## src/rtl/mem_arb_pkg.sv

```systemverilog
// Shared types and helpers for the memory access arbiter: FSM states,
// RV32 load/store width codes and byte-enable generation.
package mem_arb_pkg;

  typedef enum logic [1:0] {
    IDLE = 2'd0,
    ACC1 = 2'd1,
    ACC2 = 2'd2,
    DONE = 2'd3
  } state_t;

  localparam logic [2:0] F3_B  = 3'b000;
  localparam logic [2:0] F3_H  = 3'b001;
  localparam logic [2:0] F3_W  = 3'b010;
  localparam logic [2:0] F3_BU = 3'b100;
  localparam logic [2:0] F3_HU = 3'b101;

  // 8-bit enable across the two words touched; [7:4] nonzero means a split access.
  function automatic logic [7:0] be_for(input logic [2:0] func3, input logic [1:0] off);
    logic [7:0] base;
    case (func3[1:0])
      2'b00:   base = 8'h01;
      2'b01:   base = 8'h03;
      default: base = 8'h0F;
    endcase
    return base << off;
  endfunction

  function automatic logic f3_legal(input logic [2:0] func3, input logic we);
    logic ok;
    case (func3)
      F3_B, F3_H, F3_W: ok = 1'b1;
      F3_BU, F3_HU:     ok = ~we;
      default:          ok = 1'b0;
    endcase
    return ok;
  endfunction

  function automatic logic misaligned(input logic [2:0] func3, input logic [1:0] off);
    logic mis;
    case (func3[1:0])
      2'b01:   mis = off[0];
      2'b10:   mis = (off != 2'b00);
      default: mis = 1'b0;
    endcase
    return mis;
  endfunction

endpackage

```

## src/rtl/mem_access_arbiter_lane_align.sv

```systemverilog
// Combinational lane steering: store shift / byte enables and load
// byte select with sign or zero extension, shared by fetch and load/store.
module lane_align
  import mem_arb_pkg::*;
(
  input  logic [2:0]  func3,
  input  logic [1:0]  off,
  input  logic [31:0] wdata,
  input  logic [63:0] rdata64,
  output logic [7:0]  be,
  output logic [63:0] wdata64,
  output logic [31:0] rdata
);

  logic [31:0] sel;

  always_comb begin
    be      = be_for(func3, off);
    wdata64 = {32'h0, wdata} << {off, 3'b000};
    sel     = 32'(rdata64 >> {off, 3'b000});
    case (func3)
      F3_B:    rdata = {{24{sel[7]}}, sel[7:0]};
      F3_H:    rdata = {{16{sel[15]}}, sel[15:0]};
      F3_BU:   rdata = {24'h0, sel[7:0]};
      F3_HU:   rdata = {16'h0, sel[15:0]};
      default: rdata = sel;
    endcase
  end

endmodule

```

## src/rtl/mem_access_arbiter.sv

```systemverilog
// CPU-side initiator for the shared byte memory: arbitrates fetch and load/store,
// splits word-straddling accesses. MISALIGN_SPLIT_EN enables split load/store.
module mem_access_arbiter
  import mem_arb_pkg::*;
#(
  parameter int AW = 9
) (
  input  logic          clk,
  input  logic          rst,
  input  logic          if_req,
  input  logic [AW-1:0] if_addr,
  output logic          if_valid,
  output logic [31:0]   if_rdata,
  input  logic          ls_req,
  input  logic          ls_we,
  input  logic [2:0]    ls_func3,
  input  logic [AW-1:0] ls_addr,
  input  logic [31:0]   ls_wdata,
  output logic          ls_valid,
  output logic [31:0]   ls_rdata,
  output logic          ls_err,
  output logic [AW-1:0] m_addr,
  output logic          m_re,
  output logic          m_we,
  output logic [3:0]    m_be,
  output logic [31:0]   m_wdata,
  input  logic [31:0]   m_rdata
);

  state_t state_q, state_d;

  logic          ls_pend, if_pend, grant_ls, grant_if;
  logic          misalign_err, req_err, req_split;
  logic [AW-1:0] req_addr, req_word;

  logic [2:0]    la_func3;
  logic [1:0]    la_off;
  logic [7:0]    la_be;
  logic [63:0]   la_wdata, la_rdata64;
  logic [31:0]   la_rdata;

  logic          is_ls_q, we_q, err_q, split_q;
  logic [2:0]    func3_q;
  logic [1:0]    off_q;
  logic [AW-1:0] addr_hi_q;
  logic [3:0]    be_hi_q;
  logic [31:0]   wdata_hi_q, word1_q;

  logic          unused_if_bit;
  assign unused_if_bit = if_addr[0];

  always_comb begin
    ls_pend  = ls_req & ~ls_valid;
    if_pend  = if_req & ~if_valid;
    grant_ls = (state_q == IDLE) & ls_pend;
    grant_if = (state_q == IDLE) & if_pend & ~ls_pend;
    req_addr = grant_ls ? ls_addr : if_addr;
    req_word = {req_addr[AW-1:2], 2'b00};

    // lane_align sees the incoming request in IDLE, the latched one afterwards
    if (state_q == IDLE) begin
      la_func3 = ls_pend ? ls_func3 : F3_W;
      la_off   = ls_pend ? ls_addr[1:0] : {if_addr[1], 1'b0};
    end else begin
      la_func3 = func3_q;
      la_off   = off_q;
    end
    la_rdata64 = split_q ? {m_rdata, word1_q} : {32'h0, m_rdata};

`ifdef MISALIGN_SPLIT_EN
    misalign_err = 1'b0;
`else
    misalign_err = misaligned(ls_func3, ls_addr[1:0]);
`endif
    req_err   = grant_ls & (~f3_legal(ls_func3, ls_we) | misalign_err);
    req_split = |la_be[7:4];
  end

  lane_align u_lane_align (
    .func3   (la_func3),
    .off     (la_off),
    .wdata   (ls_wdata),
    .rdata64 (la_rdata64),
    .be      (la_be),
    .wdata64 (la_wdata),
    .rdata   (la_rdata)
  );

  always_comb begin
    state_d = state_q;
    case (state_q)
      IDLE:    if (grant_ls | grant_if) state_d = req_err ? DONE : ACC1;
      ACC1:    state_d = split_q ? ACC2 : DONE;
      ACC2:    state_d = DONE;
      DONE:    state_d = IDLE;
      default: state_d = IDLE;
    endcase
  end

  always_ff @(posedge clk) begin
    if (rst) state_q <= IDLE;
    else     state_q <= state_d;
  end

  always_ff @(posedge clk) begin
    if (rst) begin
      m_addr     <= '0;
      m_re       <= 1'b0;
      m_we       <= 1'b0;
      m_be       <= '0;
      m_wdata    <= '0;
      if_valid   <= 1'b0;
      if_rdata   <= '0;
      ls_valid   <= 1'b0;
      ls_rdata   <= '0;
      ls_err     <= 1'b0;
      is_ls_q    <= 1'b0;
      we_q       <= 1'b0;
      err_q      <= 1'b0;
      split_q    <= 1'b0;
      func3_q    <= '0;
      off_q      <= '0;
      addr_hi_q  <= '0;
      be_hi_q    <= '0;
      wdata_hi_q <= '0;
      word1_q    <= '0;
    end else begin
      m_addr   <= '0;
      m_re     <= 1'b0;
      m_we     <= 1'b0;
      m_be     <= '0;
      m_wdata  <= '0;
      if_valid <= 1'b0;
      ls_valid <= 1'b0;
      ls_err   <= 1'b0;
      case (state_q)
        IDLE: begin
          if (grant_ls | grant_if) begin
            is_ls_q    <= grant_ls;
            we_q       <= grant_ls & ls_we;
            err_q      <= req_err;
            split_q    <= req_split & ~req_err;
            func3_q    <= la_func3;
            off_q      <= la_off;
            addr_hi_q  <= req_word + AW'(4);
            be_hi_q    <= la_be[7:4];
            wdata_hi_q <= la_wdata[63:32];
            if (!req_err) begin
              m_addr  <= req_word;
              m_re    <= ~(grant_ls & ls_we);
              m_we    <= grant_ls & ls_we;
              m_be    <= (grant_ls & ls_we) ? la_be[3:0] : 4'hF;
              m_wdata <= (grant_ls & ls_we) ? la_wdata[31:0] : '0;
            end
          end
        end
        ACC1: begin
          if (split_q) begin
            m_addr  <= addr_hi_q;
            m_re    <= ~we_q;
            m_we    <= we_q;
            m_be    <= we_q ? be_hi_q : 4'hF;
            m_wdata <= we_q ? wdata_hi_q : '0;
          end
        end
        ACC2: word1_q <= m_rdata;
        DONE: begin
          if (is_ls_q) begin
            ls_valid <= 1'b1;
            ls_err   <= err_q;
            ls_rdata <= (err_q | we_q) ? '0 : la_rdata;
          end else begin
            if_valid <= 1'b1;
            if_rdata <= la_rdata;
          end
        end
        default: ;
      endcase
    end
  end

endmodule

```

## config.mk

```make
export PLATFORM = sky130hd
export DESIGN_NAME = mem_access_arbiter
export DESIGN_NICKNAME = d
export VERILOG_FILES = /design/src/rtl/mem_arb_pkg.sv /design/src/rtl/mem_access_arbiter_lane_align.sv /design/src/rtl/mem_access_arbiter.sv
export SDC_FILE = /design/constraint.sdc
export NUM_CORES = 1
export LEC_CHECK = 0
export BUFFER_PORTS_ARGS = -buffer_cell sky130_fd_sc_hd__clkbuf_2
export CAP_MARGIN = 20
export CORE_ASPECT_RATIO = 0.7
export CORE_MARGIN = 8
export CORE_UTILIZATION = 55
export CTS_CLUSTER_DIAMETER = 80
export DETAILED_ROUTE_END_ITERATION = 7
export PLACE_DENSITY = 0.79
export SLEW_MARGIN = 20
export SYNTH_ARGS = -nofsm -noshare
export SYNTH_HDL_FRONTEND = slang
export SYNTH_HIERARCHICAL = 1
export SYNTH_SLANG_ARGS = --single-unit
```

## constraint.sdc

```tcl
create_clock -name clk -period 4 [get_ports clk]
set_input_delay 0.2 -clock clk [delete_from_list [all_inputs] [get_ports clk]]
set_output_delay 0.2 -clock clk [all_outputs]
set_load 0.03 [all_outputs]
```

==> metrics.txt, run 1 <==
CP top delay family multiplexers; Die Wd 176 um; layout cells sized above 1 26.8%; worst setup path class flop to flop; CTS clock-pin slew for the worst setup and hold paths around 80 ps; Placed Instances approximately 1,500; clk sinks between 150 and 200; n_diodes 0; reg2reg path depth 12; startpoint types flop; first-pass GRT wire length between 40,000 and 50,000 um; average wire per standard cell roughly 18 um; DP HPWL between 20,000 and 25,000 um; Crit path required time between 4000 and 5000 ps; RSZ-0062 raised after global routing false; Clock Tree Buf Depth 2; HP Class primary input to flop; Worst Setup End Kind flop; run status finished clean; Tcrit/Tclk final between 80% and 90%; routed wire length around 28,000 um; Slew @ Worst Pin ~1100 ps; antenna-violating nets left 0; Port Buffers 200; total core area approximately 18,000 sq um; via count around 8,600; Final Hold Viols 0; signal arrival time at the worst endpoint between 3000 and 4000 ps; Final Skew 10.5 ps; r2r setup slk roughly 740 ps; Synth-to-Final Area Change 16.5%; RD Place Congestion about 0.88; max_slew headroom between 20% and 30%; Skew-Pair Late Insertion Delay ~440 ps; remaining global-route overflow 0; die height around 130 um; Die Area around 22,000 sq um; post-CTS sizing 0; crit-path cells inv_1 -> ha_1 -> and3b_1 -> buf_4 -> nand2_1 -> o21ai_0 -> buf_4 -> mux4_2 -> mux2i_4 -> o21ai_0 -> a22oi_1 -> nor2_1; hold_sp m_rdata[29]; TritonCTS Buffers 17; Setup TNS 0 ps; largest net degree at the start of global routing around 80; slowest CP cell ha_1; Final min period around 3300 ps; Avg Cell Area, Syn about 8.8 sq um; Hold Path End word1_q[29]$_SDFFE_PP0N_; Max Slew Vio Count 0; Max Cap Violations 0; initial antenna violation count 2; DR vias/cell about 5.7; CP Buf/Inv Count 3; Rows between 40 and 50; Post-Synthesis Cells between 1,000 and 1,500; YS warnings 6; P per Cell Area 675 nW/um^2; nets roughly 1,400; First-pass DRT Iterations 5; Final setup viols 0; origin of the critical flop-to-flop path state_q[0]$_SDFFE_PP0P_; VDD IR-drop max a little over 0.4 mV; Worst R2R End ls_rdata[30]$_SDFFE_PP0P_; fmax between 300 and 400 MHz; initial core utilization between 50% and 60%; Cells on Worst Hold Path 3; Synth Cell Area between 9000 and 10,000 sq um; CP max FO 16; H-tree depth 4; crit-path max cell delay about 420 ps; Post-route DRC 0; Total GRT Usage about a quarter; CTS tree done; Non-Filler Instances around 1,500; clk root buf clkbuf_16; vias in the first global route 7,961; DRT iter0 DRCs around 1,200; Leak 4.68 nW; IO Pins 204
-- power by group --
group | switching (mW) | total, mW | internal, mW
registers | 0.193 | 2.46 | 2.27
logic | 2.17 | 3.55 | 1.39
clock network | 0.812 | 1.71 | 0.895
total | 3.17 | 7.72 | 4.55
-- final cells by class --
class,count,area (sq um)
clock buffers,18,439
clock inverters,12,134
fillers,1536,6310
inverters,11,41.3
multi-input cells,812,5370
flip-flops and latches,198,3970
well taps,236,295
repair buffers,223,1190
-- placed cells by master, fill, tap and decap left out, types with 3 or more instances in the layout --
cell type / instances
a211oi_1: 4
a21oi_1: 91
a22o_1: 23
a22oi_1: 51
and2_1: 34
and3_1: 11
buf_4: 22
clkbuf_16: 17
clkbuf_2: 199
conb_1: 11
dfxtp_1: 197
ha_1: 8
inv_1: 11
inv_8: 5
mux2_2: 40
mux2i_1: 64
mux4_2: 34
nand2_1: 209
nand3_1: 5
nor2_1: 117
nor2b_1: 17
o21ai_0: 40
o21ai_1: 4
o22ai_1: 5
xnor2_1: 3
-- how the worst max path moves through the flow --
stage / from / end / slack (ps) / cells past startpoint
5_1_grt: state_q[0]$_SDFFE_PP0P_ / ls_rdata[20]$_SDFFE_PP0P_ / 460 / 12
6_report: state_q[0]$_SDFFE_PP0P_ / ls_rdata[30]$_SDFFE_PP0P_ / 740 / 12
3_3_place_gp: state_q[0]$_SDFFE_PP0P_ / ls_rdata[30]$_SDFFE_PP0P_ / 850 / 12
2_1_floorplan: state_q[0]$_SDFFE_PP0P_ / ls_rdata[18]$_SDFFE_PP0P_ / 1090 / 13
3_5_place_dp: state_q[0]$_SDFFE_PP0P_ / ls_rdata[31]$_SDFFE_PP0P_ / 800 / 12
4_1_cts: state_q[0]$_SDFFE_PP0P_ / wdata_hi_q[5]$_SDFFE_PP0P_ / 790 / 10
-- worst min-delay path: stages --
cell      delay [ps]
clkbuf_2          90
mux2i_1           60
nor2_1            70
-- sequential cells by signal, summed over array words and instances, names as in the netlist, 4 cells and up --
register    cells
addr_hi_q       7
m_addr          7
wdata_hi_q     32
m_wdata        32
ls_rdata       32
be_hi_q         4
m_be            4
if_rdata       32
word1_q        32
-- routing by layer --
layer  vias up  GRT usage, %  wire length [um]
met2       404          33.7             11500
met4         4          5.72               204
li1       4136             -                 -
met5         -             0                30
met1      4055          34.6             12800
met3        21          8.39              3260
-- stage by stage --
step	cell area [sq um]	power (mW)	util (%)	setup slack (ps)	hold slack [ps]
5_1_grt	11400	8.15	64.4	463	39.6
3_3_place_gp	10900	5.89	61.1	849	437
2_1_floorplan	9850	5.15	-	1090	347
6_report	11400	7.72	64.4	739	13.5
3_5_place_dp	10900	5.97	61.1	798	444
4_1_cts	11400	7.68	64.4	788	3.03
-- timing repair --
item	4_1_cts	5_1_grt
buffers inserted	0	0
endpoints found under the hold margin	1	0
hold buffers	1	0
Note: power is estimated with default switching activity, not from simulation.
==> inputs of run 2 (changes only) <==
- CORE_UTILIZATION: 55 -> 50
- PLACE_DENSITY: 0.79 -> 0.76
- clock period: 4 -> 3 ns (I/O delays scaled with it)
==> run 2 against run 1 <==
Against the previous run: register-to-register slack got worse by 510 ps; wire length rose by 4.2%; non-clock buffer count rose by 38; clock-buffer cell count fell by 1; sequential power rose by 34%; critical endpoint is now ls_rdata[29]$_SDFFE_PP0P_; highest routed layer unchanged.
==> metrics.txt, run 2 (same netlist as run 1, synthesis figures left out) <==
first-pass GRT wire length 45,700 um (+5.6%); Rows 43 (+4.9%); Psw 4.42 mW (+39%); First-pass DRT Iterations 5 (unchanged); Seq pwr share 30.7% (-1.2 points); Comb pwr share 46.8% (+0.8 points); largest net degree at the start of global routing 80 (-2.4%); design area 12,000 sq um (+4.8%); nets 1,400 (+2.8%); RD Place Congestion 0.914 (+3.9%); total core area 19,500 sq um (+10%); remaining global-route overflow 0 (unchanged); HP Class primary input to flop; routed wire length 28,900 um (+4.2%); Die Area 24,400 sq um (+8.9%); DP HPWL 20,500 um (+2.0%); vias in the first global route 8,183 (+2.8%); commonest cells after routing, fill and taps aside nand2_1, clkbuf_2, dfxtp_1, nor2_1, a21oi_1; Max Slew Vio Count 0 (unchanged); die height 133 um (+4.3%); Die Wd 183 um (+4.4%); Pwr Total 10.7 mW (+39%); clk sinks 198 (unchanged); crit-path cells inv_1 -> ha_2 -> and3b_1 -> nand2_1 -> o21ai_4 -> buf_12 -> mux4_2 -> nand2_1 -> o21ai_0 -> a22oi_1 -> nor2_1; clk root buf clkbuf_16; via count 8,888 (+3.1%); CP top delay family multiplexers; slowest CP cell mux4_2; run status finished clean; DRT iter0 DRCs 1,169 (-3.3%); worst setup path class flop to flop; Sw Share 41.2% (+0.16 points); Max Cap Violations 0 (unchanged); initial core utilization 50.3% (-5.0 points); cell mode on critical path nand2_1; Final setup viols 0 (unchanged); fmax 361 MHz (+18%); Post-DP Area 11,000 sq um (+1.5%); CP max FO 31 (+15); CTS clock-pin slew for the worst setup and hold paths 80 ps (about the same); Crit path required time 3310 ps (-980 ps); most common cell after layout, fill and taps aside nand2_1; RSZ-0062 raised after global routing false; Total GRT Usage 23.0% (-1.1 points); DR vias/cell 5.60 (-1.8%); Clk pwr share 22.5% (+0.4 points); Synth-to-Final Area Change 22.1%; Final Skew 11.7 ps (+1.25 ps); TritonCTS Buffers 17 (unchanged); Skew-Pair Late Insertion Delay 440 ps (about the same); Leak 4.89 nW (+4.5%); worst hold margin 30.0 ps (+16.5 ps); H-tree depth 4 (unchanged); total internal power 6.30 mW (+38%); Tcrit/Tclk final 92.2% (+11 points); antenna-violating nets left 0 (unchanged); IO Pins 204 (unchanged); Slew @ Worst Pin 919 ps (-135 ps); signal arrival time at the worst endpoint 3070 ps (-490 ps); Setup TNS 0 ps (unchanged); CP Buf/Inv Count 2 (-1); Final Hold Viols 0 (unchanged); crit-path max cell delay 590 ps (+170 ps); Post-route DRC 0 (unchanged); average wire per standard cell 18.2 um (-0.82%); Clock Tree Buf Depth 2 (unchanged); CTS tree done; startpoint types flop; initial antenna violation count 3 (+1); VDD IR-drop max 0.499 mV (+23%); P per Cell Area 894 nW/um^2 (+32%); Port Buffers 200 (unchanged); layout cells sized above 1 27.0% (+0.25 points); Final min period 2770 ps (-495 ps); max_slew headroom 38.7% (+9.0 points); Worst Setup End Kind flop
## run 2: through the flow
step	cells	setup WS (ps)	util (%)
finish	1586	233	61.4
floorplan	1125	92.8	-
detailed placement	1521	94.0	56.4
global placement	1521	203	56.4
global route	1586	8.89	61.4
CTS	1583	74.0	61.2
## run 2: path summary, 6_finish.rpt
path	start	endpoint	slack (ps)	cells past startpoint
worst max-delay path	state_q[0]$_SDFFE_PP0P_	ls_rdata[29]$_SDFFE_PP0P_	230	11
worst min-delay path	m_rdata[6]	word1_q[6]$_SDFFE_PP0N_	30	3
worst max register to register	state_q[0]$_SDFFE_PP0P_	ls_rdata[29]$_SDFFE_PP0P_	230	11
worst min register to register	if_rdata[3]$_SDFFE_PP0P_	if_rdata[3]$_SDFFE_PP0P_	450	2
## run 2: what timing repair did
action	in CTS	in global routing
resized for setup	0	2
hold buffers	30	0
endpoints found under the hold margin	30	0
endpoints found under the setup margin	0	39
setup buffers	0	1
## run 2: routing by layer
| layer | track usage [%] | wire [um] | vias up |
|---|---|---|---|
| li1 | - | - | 4225 |
| met1 | 35.0 | 13700 | 4237 |
| met2 | 31.7 | 12100 | 395 |
| met3 | 5.77 | 2840 | 27 |
| met4 | 5.18 | 267 | 4 |
| met5 | 0 | 16 | - |
## run 2: final cells by class
cell class,instances,area (sq um)
Antenna cell,2,5.00
Clock buffer,17,425
Clock inverter,15,210
Fill cell,1653,7540
Inverter,11,41.3
Multi-Input combinational cell,812,5380
Sequential cell,198,3970
Tap cell,270,338
Timing Repair Buffer,261,1620
## run 2: worst reg2reg max path, cell delays in order, from the launching register on
cell and delay (ps):
dfxtp_1 330, inv_1 150, ha_2 280, and3b_1 250, nand2_1 150, o21ai_4 120
buf_12 260, mux4_2 620, nand2_1 130, o21ai_0 130, a22oi_1 180, nor2_1 50
## run 2: power groups by stage
| stage | registers [mW] | clock network, mW | logic (mW) |
|---|---|---|---|
| 2_1_floorplan | 3.48 | 0 | 3.39 |
| 3_3_place_gp | 3.32 | 0 | 4.74 |
| 3_5_place_dp | 3.34 | 0 | 4.81 |
| 4_1_cts | 3.28 | 2.46 | 4.87 |
| 5_1_grt | 3.33 | 2.57 | 5.38 |
| 6_report | 3.29 | 2.42 | 5.02 |
==> inputs of run 3 (changes only) <==
- CORE_UTILIZATION: 50 -> 49
- PLACE_DENSITY: 0.76 -> 0.75
- SYNTH_HIERARCHICAL: 1 -> unset
==> run 3 against run 2 <==
Against the previous run: clock power decreased by 6%; combinational power shrank 14%; wire length is the same; utilization down 1.1 points; synthesized cell count shrank 9.6%; highest routed layer unchanged; first-iteration DRC count decreased by 12%; critical endpoint is now wdata_hi_q[13]$_SDFFE_PP0P_; clock-buffer cell count stayed put; register-to-register slack better by 20 ps; hold slack got worse by 25 ps.
==> metrics.txt, run 3 <==
run status finished clean; Port Buffers 200 (unchanged); fmax 364 MHz (+0.83%); average wire per standard cell 19.9 um (+9.2%); layout cells sized above 1 28.4% (+1.4 points); TritonCTS Buffers 17 (unchanged); DR WL met3 2840 um (about the same); design area 11,200 sq um (-6.2%); Die Wd 180 um (-2.0%); die height 131 um (-1.9%); clk root buf clkbuf_16; Placed Instances 1,402 (-7.8%); nets 1,296 (-7.4%); crit-path cells inv_1 -> ha_2 -> nand4b_1 -> nand2_2 -> buf_12 -> buf_4 -> mux2i_1 -> a2bb2oi_1 -> nor2_1; antenna-violating nets left 0 (unchanged); Max Slew Vio Count 0 (unchanged); VDD IR-drop max 0.440 mV (-12%); CP Buf/Inv Count 3 (+1); CP top delay family buffers and inverters; initial antenna violation count 3 (unchanged); via count 8,627 (-2.9%); Multi-input gate area 5020 sq um (-6.7%); Synth top cells by count dfxtp_1, nand2_1, nor2_1; sequential share of the synthesized area 41.1%; H-tree depth 4 (unchanged); Final setup viols 0 (unchanged); Post-Synthesis Cells 1,009 (-9.6%); IO Pins 204 (unchanged); Pwr Total 9.76 mW (-9.0%); register area 3780 sq um (-4.5%); Post-route DRC 0 (unchanged); Synth cell types 68; Worst Setup End Kind flop; total core area 18,700 sq um (-4.5%); Leak 4.65 nW (-5.0%); crit-path max cell delay 460 ps (-130 ps); DR vias/cell 5.94 (+6.0%); remaining global-route overflow 0 (unchanged); CTS clock-pin slew for the worst setup and hold paths 80 ps (about the same); DP HPWL 20,400 um (-0.77%); max_slew headroom 50.9% (+12 points); first-pass GRT wire length 45,200 um (-1.1%); Synth-to-Final Area Change 22.2%; Tcrit/Tclk final 91.5% (-0.76 points); met2 WL 12,000 um (-0.76%); initial core utilization 49.3% (-0.94 points); worst setup path class flop to flop; Total GRT Usage 24.0% (+1.0 points); commonest cells after routing, fill and taps aside clkbuf_2, dfxtp_1, nand2_1, nor2_1, mux2i_1; count leader, synth dfxtp_1; slowest CP cell mux2i_1; Skew-Pair Late Insertion Delay 450 ps (about the same); Slew @ Worst Pin 734 ps (-185 ps); RD Place Congestion 0.921 (+0.74%); YS warnings 0 (-6); Rows 42 (-2.3%); top routing layer used met5; Non-Filler Instances 1,452 (-8.4%); Primary FF master, synth dfxtp_1; HP Class primary input to flop; Clock Tree Buf Depth 2 (unchanged); most common cell after layout, fill and taps aside clkbuf_2; Setup TNS 0 ps (unchanged); Post-synth ARST share 0%; signal arrival time at the worst endpoint 3060 ps (about the same); top cell type's share of synthesized area approximately 41%; Area contributors post-synth dfxtp_1, mux2i_1, nand2_1; Max Cap Violations 0 (unchanged); routed wire length 28,900 um (unchanged); biggest area consumer among synthesized cells dfxtp_1; Crit path required time 3320 ps (about the same); Die Area 23,500 sq um (-3.9%); EDFF count, synth 0; Final Hold Viols 0 (unchanged); M1 WL 13,500 um (-1.4%); DRT iter0 DRCs 1,025 (-12%); Seq cells post-synth about 190; Synth Cell Area 9200 sq um (-6.3%); P per Cell Area 867 nW/um^2 (-3.0%); First-pass DRT Iterations 6 (+1); Avg Cell Area, Syn 9.12 sq um (+3.7%); filler instances 1,620 (-2.0%); Final min period 2740 ps (-22.9 ps); CTS tree done; Final Skew 17.5 ps (+5.83 ps); largest net degree at the start of global routing 95 (+19%); RSZ-0062 raised after global routing false; post-layout util 60.3% (-1.1 points); Post-DP Area 10,400 sq um (-5.3%); CP max FO 24 (-23%); startpoint types flop; vias in the first global route 8,085 (-1.2%); clk sinks 189 (-4.5%)
## run 3: changes by cell type in the layout (fill, tap and decap cells not counted), sizes merged, moves of 11 or more
cell	previous run	this run
nand2	210	137
o21ai	46	35
and2	34	3
nor3	4	18
a211oi	4	23
a21oi	93	59
dlygate4sd3	30	16
mux2i	65	100
mux4	34	7
mux2	40	13
a311oi	0	39
a22oi	51	16
## run 3: logic make-up (layout without fill, tap and decap cells)
kind of cell,after synthesis,count (layout),synth area share [%]
other,1,3,0.0408
buffers and inverters,97,296,4.95
multiplexers,120,120,14.3
flip-flops,189,189,41.1
adder cells (fa/ha/maj),9,9,1.22
AND/OR/NAND/NOR,337,337,16.2
XOR/XNOR,5,5,0.476
AO/OA/AOI/OAI,251,251,21.6
## run 3: layer usage
| layer | global-route usage [%] | vias up |
|---|---|---|
| li1 | - | 4017 |
| met1 | 34.0 | 4102 |
| met2 | 34.7 | 448 |
| met3 | 7.15 | 56 |
| met4 | 7.23 | 4 |
| met5 | 0 | - |
## run 3: tightest hold or removal path, cell delays in order
cell and delay (ps):
clkbuf_2 110, a22oi_1 80, nor2_1 80
## run 3: final timing paths
kind | startpoint | end | slack (ps) | depth (start not counted)
hold / removal | ls_wdata[31] | wdata_hi_q[23]$_SDFFE_PP0P_ | 5 | 3
setup reg to reg | state_q[0]$_SDFFE_PP0P_ | wdata_hi_q[13]$_SDFFE_PP0P_ | 260 | 9
hold reg to reg | ls_rdata[13]$_SDFFE_PP0P_ | ls_rdata[13]$_SDFFE_PP0P_ | 450 | 2
setup / recovery | state_q[0]$_SDFFE_PP0P_ | wdata_hi_q[13]$_SDFFE_PP0P_ | 260 | 9
## run 3: layout make-up
type / instances / share of cell area (%)
antenna: 1 / 0.0222
clock buffer: 17 / 3.78
clock inverter: 14 / 1.47
inverter: 11 / 0.367
multi-input combinational: 724 / 44.6
sequential: 189 / 33.6
tap: 242 / 2.69
timing repair buffer: 254 / 13.4
## run 3: report_power, final
group          internal (mW)  leakage [nW]  switching, mW  total [mW]
Clock                   1.13         0.290           1.15        2.28
Sequential              2.90          1.53          0.263        3.17
Combinational           1.58          2.83           2.74        4.31
## run 3: what timing repair did
item / in CTS / in global routing
setup endpoints to repair: 0 / 21
gates resized for setup: 0 / 3
endpoints found under the hold margin: 16 / 0
setup buffers: 0 / 1
hold buffers: 16 / 0
## run 3: through the flow
| step | worst slack, ps | hold slack, ps |
|---|---|---|
| global route | 84.6 | 21.0 |
| detailed placement | 177 | 406 |
| finish | 256 | 4.82 |
| CTS | 163 | 0.112 |
| global placement | 232 | 406 |
| floorplan | 677 | 276 |
